File: config.mk
export PLATFORM = sky130hd
export DESIGN_NAME = posit_unpack_pipe
export DESIGN_NICKNAME = d
export VERILOG_FILES = /design/src/rtl/posit_pkg.sv /design/src/rtl/posit_regime_lzd.sv /design/src/rtl/posit_unpack_pipe.sv
export SDC_FILE = /design/constraint.sdc
export NUM_CORES = 1
export LEC_CHECK = 0
export ABC_CLOCK_PERIOD_IN_PS = 33100
export CAP_MARGIN = 10
export CORE_UTILIZATION = 45
export CTS_CLUSTER_SIZE = 10
export DETAILED_ROUTE_END_ITERATION = 8
export SYNTH_ARGS = -nofsm -noshare
export SYNTH_HDL_FRONTEND = slang
export SYNTH_SLANG_ARGS = --single-unit
File: constraint.sdc
create_clock -name clk -period 33.1 [get_ports clk]
set_input_delay 6.62 -clock clk [delete_from_list [all_inputs] [get_ports clk]]
set_output_delay 6.62 -clock clk [all_outputs]
set_load 0.005 [all_outputs]
File: src/rtl/posit_pkg.sv
// Shared posit definitions: regime-width function, stage-1 payload and NaR pattern.
package posit_pkg;

  localparam int unsigned POSIT_MAX_BITS = 64;

  // NaR is a lone MSB; narrower words use the top BITS bits of this constant.
  localparam logic [POSIT_MAX_BITS-1:0] POSIT_NAR_MSB = {1'b1, {(POSIT_MAX_BITS-1){1'b0}}};

  function automatic int unsigned posit_rw(input int unsigned bits);
    return int'($clog2(bits)) + 1;
  endfunction

  typedef struct packed {
    logic                      sign;
    logic                      zero;
    logic                      nar;
    logic [POSIT_MAX_BITS-1:0] magnitude;
  } posit_s1_t;

endpackage

File: src/rtl/posit_regime_lzd.sv
// Leading-run detector: counts bits equal to the top body bit, scanning downward.
module posit_regime_lzd
  import posit_pkg::*;
#(
  parameter int unsigned BITS = 32
) (
  input  logic [BITS-2:0]               body,
  output logic                          b,
  output logic [posit_rw(BITS)-1:0]     run
);

  localparam int unsigned RW = posit_rw(BITS);

  logic done;

  always_comb begin
    b    = body[BITS-2];
    run  = '0;
    done = 1'b0;
    for (int unsigned i = 0; i < BITS - 1; i++) begin
      if (!done && (body[BITS-2-i] == b)) run = run + RW'(1);
      else                                done = 1'b1;
    end
  end

endmodule

File: src/rtl/posit_unpack_pipe.sv
// Two-stage posit field decoder with valid/ready handshake on both sides.
// Optional out_scale port is enabled by defining POSIT_UNPACK_SCALE_EN.
module posit_unpack_pipe
  import posit_pkg::*;
#(
  parameter int unsigned BITS = 32,
  parameter int unsigned ES   = 3
) (
  input  logic                                 clk,
  input  logic                                 rst_n,
  input  logic                                 in_valid,
  output logic                                 in_ready,
  input  logic [BITS-1:0]                      in_data,
  output logic                                 out_valid,
  input  logic                                 out_ready,
  output logic                                 out_sign,
  output logic                                 out_zero,
  output logic                                 out_nar,
  output logic signed [posit_rw(BITS)-1:0]     out_regime,
  output logic [((ES > 0) ? ES : 1)-1:0]       out_exp,
  output logic [BITS-1:0]                      out_frac
`ifdef POSIT_UNPACK_SCALE_EN
  ,
  output logic signed [posit_rw(BITS)+ES-1:0]  out_scale
`endif
);

  localparam int unsigned RW = posit_rw(BITS);
  localparam int unsigned EW = (ES > 0) ? ES : 1;

  logic                 s1_valid_q, s1_valid_d;
  posit_s1_t            s1_q, s1_d;
  logic                 out_valid_q, out_valid_d;
  logic                 sign_q, sign_d, zero_q, zero_d, nar_q, nar_d;
  logic signed [RW-1:0] regime_q, regime_d;
  logic [EW-1:0]        exp_q, exp_d;
  logic [BITS-1:0]      frac_q, frac_d;

  logic                 s2_adv;
  logic [BITS-1:0]      mag_v;
  logic [BITS-2:0]      body;
  logic [BITS-2:0]      rest;
  logic                 lzd_b;
  logic [RW-1:0]        run;
  logic signed [RW-1:0] regime_v;
  logic [EW-1:0]        exp_v;
  logic [BITS-1:0]      frac_v;
  logic                 special;
  logic [POSIT_MAX_BITS-1:0] unused_mag;

  assign unused_mag = s1_q.magnitude;

  always_comb begin
    s2_adv   = ~out_valid_q | out_ready;
    in_ready = ~s1_valid_q | s2_adv;
  end

  always_comb begin
    mag_v      = in_data[BITS-1] ? (~in_data + 1'b1) : in_data;
    s1_d       = s1_q;
    s1_valid_d = in_ready ? in_valid : s1_valid_q;
    if (in_ready && in_valid) begin
      s1_d.sign      = in_data[BITS-1];
      s1_d.zero      = (in_data == '0);
      s1_d.nar       = (in_data == POSIT_NAR_MSB[POSIT_MAX_BITS-1 -: BITS]);
      s1_d.magnitude = POSIT_MAX_BITS'(mag_v);
    end
  end

  assign body = s1_q.magnitude[BITS-2:0];

  posit_regime_lzd #(.BITS(BITS)) u_lzd (
    .body (body),
    .b    (lzd_b),
    .run  (run)
  );

  // Dropping the run and its terminator leaves exp then frac at the top of rest;
  // a run that reaches bit 0 shifts everything out, giving exp=0 and frac=0.
  always_comb begin
    regime_v = lzd_b ? (run - RW'(1)) : (RW'(0) - run);
    rest     = body << (run + RW'(1));
    frac_v   = {rest, 1'b0} << ES;
  end

  if (ES > 0) begin : g_exp
    assign exp_v = rest[BITS-2 -: EW];
  end else begin : g_noexp
    assign exp_v = '0;
  end

  assign special = s1_q.zero | s1_q.nar;

  always_comb begin
    out_valid_d = s2_adv ? s1_valid_q : out_valid_q;
    sign_d      = sign_q;
    zero_d      = zero_q;
    nar_d       = nar_q;
    regime_d    = regime_q;
    exp_d       = exp_q;
    frac_d      = frac_q;
    if (s2_adv && s1_valid_q) begin
      sign_d   = s1_q.sign & ~special;
      zero_d   = s1_q.zero;
      nar_d    = s1_q.nar;
      regime_d = special ? '0 : regime_v;
      exp_d    = special ? '0 : exp_v;
      frac_d   = special ? '0 : frac_v;
    end
  end

  always_ff @(posedge clk or negedge rst_n) begin
    if (!rst_n) begin
      s1_valid_q  <= 1'b0;
      s1_q        <= '0;
      out_valid_q <= 1'b0;
      sign_q      <= 1'b0;
      zero_q      <= 1'b0;
      nar_q       <= 1'b0;
      regime_q    <= '0;
      exp_q       <= '0;
      frac_q      <= '0;
    end else begin
      s1_valid_q  <= s1_valid_d;
      s1_q        <= s1_d;
      out_valid_q <= out_valid_d;
      sign_q      <= sign_d;
      zero_q      <= zero_d;
      nar_q       <= nar_d;
      regime_q    <= regime_d;
      exp_q       <= exp_d;
      frac_q      <= frac_d;
    end
  end

  assign out_valid  = out_valid_q;
  assign out_sign   = sign_q;
  assign out_zero   = zero_q;
  assign out_nar    = nar_q;
  assign out_regime = regime_q;
  assign out_exp    = exp_q;
  assign out_frac   = frac_q;

`ifdef POSIT_UNPACK_SCALE_EN
  logic signed [RW+ES-1:0] scale_q, scale_d, scale_v;

  always_comb begin
    scale_v = ((RW+ES)'(regime_v) <<< ES) + (RW+ES)'(exp_v);
    scale_d = scale_q;
    if (s2_adv && s1_valid_q) scale_d = special ? '0 : scale_v;
  end

  always_ff @(posedge clk or negedge rst_n) begin
    if (!rst_n) scale_q <= '0;
    else        scale_q <= scale_d;
  end

  assign out_scale = scale_q;
`endif

endmodule

==> metrics <==
vias in the first global route between 7000 and 8000; critical path type reg2reg; cts repair resizes 0; CP required roughly 33 ns; vias per inst around 5.8; Worst Setup End Kind register; cts hold-fix bufs 0; Die Area approximately 21000 um2; Slew Viols, Final 0; Root Buffer clkbuf_16; Core Util, Final 0.520; Total GRT Usage 0.240; Worst R2R Start unused_mag[30]; outcome complete, but fails checks; Post-Synthesis Cells 1173; n_diodes 0; Synth cell types 82; # DRC 1; leakage power 0.00445 uW; commonest non-fill, non-tap cell in the layout nand2_1; clk slew on worst S/H paths around 0.07 ns; grt total ovfl 0; initial cell density of the core 0.458; commonest cells after routing, fill and taps aside 162 x nand2_1, 117 x mux2i_1, 97 x o21ai_0; Post-Syn Area approximately 9200 um2; H-tree lvl count 3; Slowest cell on crit path buf_4; RePlAce Congestion about 0.9; fmax just under 0.05 GHz; asr flop ratio synth 1.00; worst hold path cell count 2; clk sinks 76; fin nets approximately 1300; number of port buffers 77; hold_sp out_regime[1]; Worst Skew between 0.01 and 0.015 ns; initial antenna violation count 0; Rel. slew slack 0.305; Clk Latency, worst-skew pair 0.35 ns; Synth area leader dfrtp_1; Crit Path Max Fanout between 80 and 90; final WL approximately 25 mm; path depth of the worst reg2reg path about 100; routed len/inst approximately 17 um; # IOs between 80 and 90; clk buf depth 2; TritonCTS Buffers 9; Worst Hold Endpoint out_regime[1]; pin count of the biggest net entering global routing 86; share of cells above drive strength 1 0.0530; R2R setup slack around 12 ns; Die Height between 100 and 150 um; prevailing post-synth register cell dfrtp_1; Post-synth EDFFs 0; largest cells by area after synthesis dfrtp_1 21%, mux2i_1 13%, nand2_1 6.6%; DR iter-0 viols about 700; fin crit share 0.626; area growth from synthesis to layout 13.7%; register bit total from synthesis between 70 and 80; DRT antenna net count 0; post-synth top area share 0.206; hpwl dp 18.9 mm; register area share after synthesis 0.206; MaxCap Viol Count 0; crit path DAT between 20 and 25 ns; final hold vios 0; Mapped Avg Cell Area around 7.9 um2; Post CTS Setup Buffer Count 0; Critical Path Most Common Cell ha_1; worst vdd ir about 0.000053 V; CP peak stage delay just under 0.7 ns; setup TNS 0 ns; global-route wire length before repair between 40 and 50 mm; core area 20200 um2; final setup violation count 0; R2R Path End out_frac[6]; Final min period just over 20 ns; Die Wd about 150 um; CTS tree built; vias after detailed routing between 8000 and 9000; failing checks DRC; placement row count 52; Power Dens Cells ~76 nW/um2; RSZ-0062 raised after global routing false; DR pass1 iterations 7; Synth Warn # 0; Hold Path Class reg2reg; Worst Max-Slew Pin Slew 1.04 ns; CP startpoint kind register
==> worst max path at each step <==
stage | from | endpoint | slack (ns)
2_1_floorplan | unused_mag[30] | out_frac[24] | 14.45
3_5_place_dp | unused_mag[30] | out_frac[5] | 12.68
5_1_grt | unused_mag[30] | out_frac[9] | 10.67
6_report | unused_mag[30] | out_frac[6] | 12.38
4_1_cts | unused_mag[30] | out_frac[8] | 12.59
3_3_place_gp | unused_mag[30] | out_frac[5] | 13.33
==> cells in the mapped netlist, types with 4 or more instances <==
cell type / number
a211oi_1: 8
a21boi_0: 5
a21o_1: 7
a21oi_1: 53
a22o_1: 12
a31oi_1: 8
a32o_1: 10
and2_1: 13
and3_1: 13
buf_1: 9
buf_2: 7
buf_4: 6
clkbuf_1: 49
dfrtp_1: 76
ha_1: 28
inv_1: 32
mux2i_1: 117
nand2_1: 163
nand2b_1: 14
nand3_1: 24
nand3b_1: 5
nand4_1: 4
nor2_1: 85
nor2b_1: 8
nor3_1: 32
nor3b_1: 14
nor4_1: 10
o21a_1: 4
o21ai_0: 97
o21bai_1: 6
o221ai_1: 9
o22ai_1: 12
o311ai_0: 4
o31ai_1: 10
or2_2: 9
or3_1: 22
or4_1: 7
xnor2_1: 47
xnor3_1: 8
xor2_1: 56
==> power breakdown <==
group,internal (uW),total [uW],switching (uW),leakage (uW)
registers,119,150,30.6,0.000950
clock network,68.4,114,45.4,0.000168
logic,240,539,299,0.00333
==> stage by stage <==
step	power [uW]	instance area, um2	hold slack, ns	cells	setup slack [ns]
2_1_floorplan	533	9240	0.448	1176	14.45
3_3_place_gp	680	10200	0.465	1461	13.33
3_5_place_dp	683	10200	0.473	1461	12.68
4_1_cts	801	10500	0.490	1477	12.59
5_1_grt	865	10500	0.517	1477	10.67
6_report	802	10500	0.483	1477	12.38
==> cell families (layout without fill, tap and decap cells) <==
family | count (synthesis) | count (layout) | synth area share
flip-flops | 76 | 76 | 0.206
adder cells (fa/ha/maj) | 31 | 31 | 0.0412
other | 1 | 4 | 0.000406
AND/OR/NAND/NOR | 438 | 438 | 0.232
multiplexers | 125 | 125 | 0.141
AO/OA/AOI/OAI | 277 | 277 | 0.193
buffers and inverters | 105 | 136 | 0.0474
XOR/XNOR | 120 | 120 | 0.139
==> worst max-delay path, delay by kind of cell (launching register included) <==
kind | cells | cell delay, ns
AOI/OAI and AO/OA | 32 | 5.22
xor gates and xnor gates | 2 | 0.35
adders and majority gates | 25 | 8.19
buffers and inverters | 5 | 1.26
DFF | 1 | 0.34
muxes | 5 | 0.85
and+or+nand+nor | 33 | 4.41
==> per-layer routing <==
| layer | part of all wire | global-route usage |
|---|---|---|
| met1 | 0.50 | 0.356 |
| met5 | 0 | 0 |
| met2 | 0.44 | 0.373 |
| met4 | 0.011 | 0.0526 |
| met3 | 0.041 | 0.0258 |
==> sequential cells by signal, summed over array words and instances, names as in the netlist <==
| signal | flops |
|---|---|
| s1_valid_q | 1 |
| out_frac | 28 |
| unused_mag | 31 |
| out_nar | 1 |
| out_regime | 6 |
| out_zero | 1 |
| s1_q | 3 |
| out_valid | 1 |
| out_sign | 1 |
| out_exp | 3 |
==> area by class of cell <==
cell class,count,area [um2]
flip-flops and latches,76,1900
clock inverters,7,119
clock buffers,9,225
repair buffers,88,851
inverters,32,120
multi-input cells,995,6940
fillers,1981,9670
well taps,270,338
(Power assumes the default switching activity.)
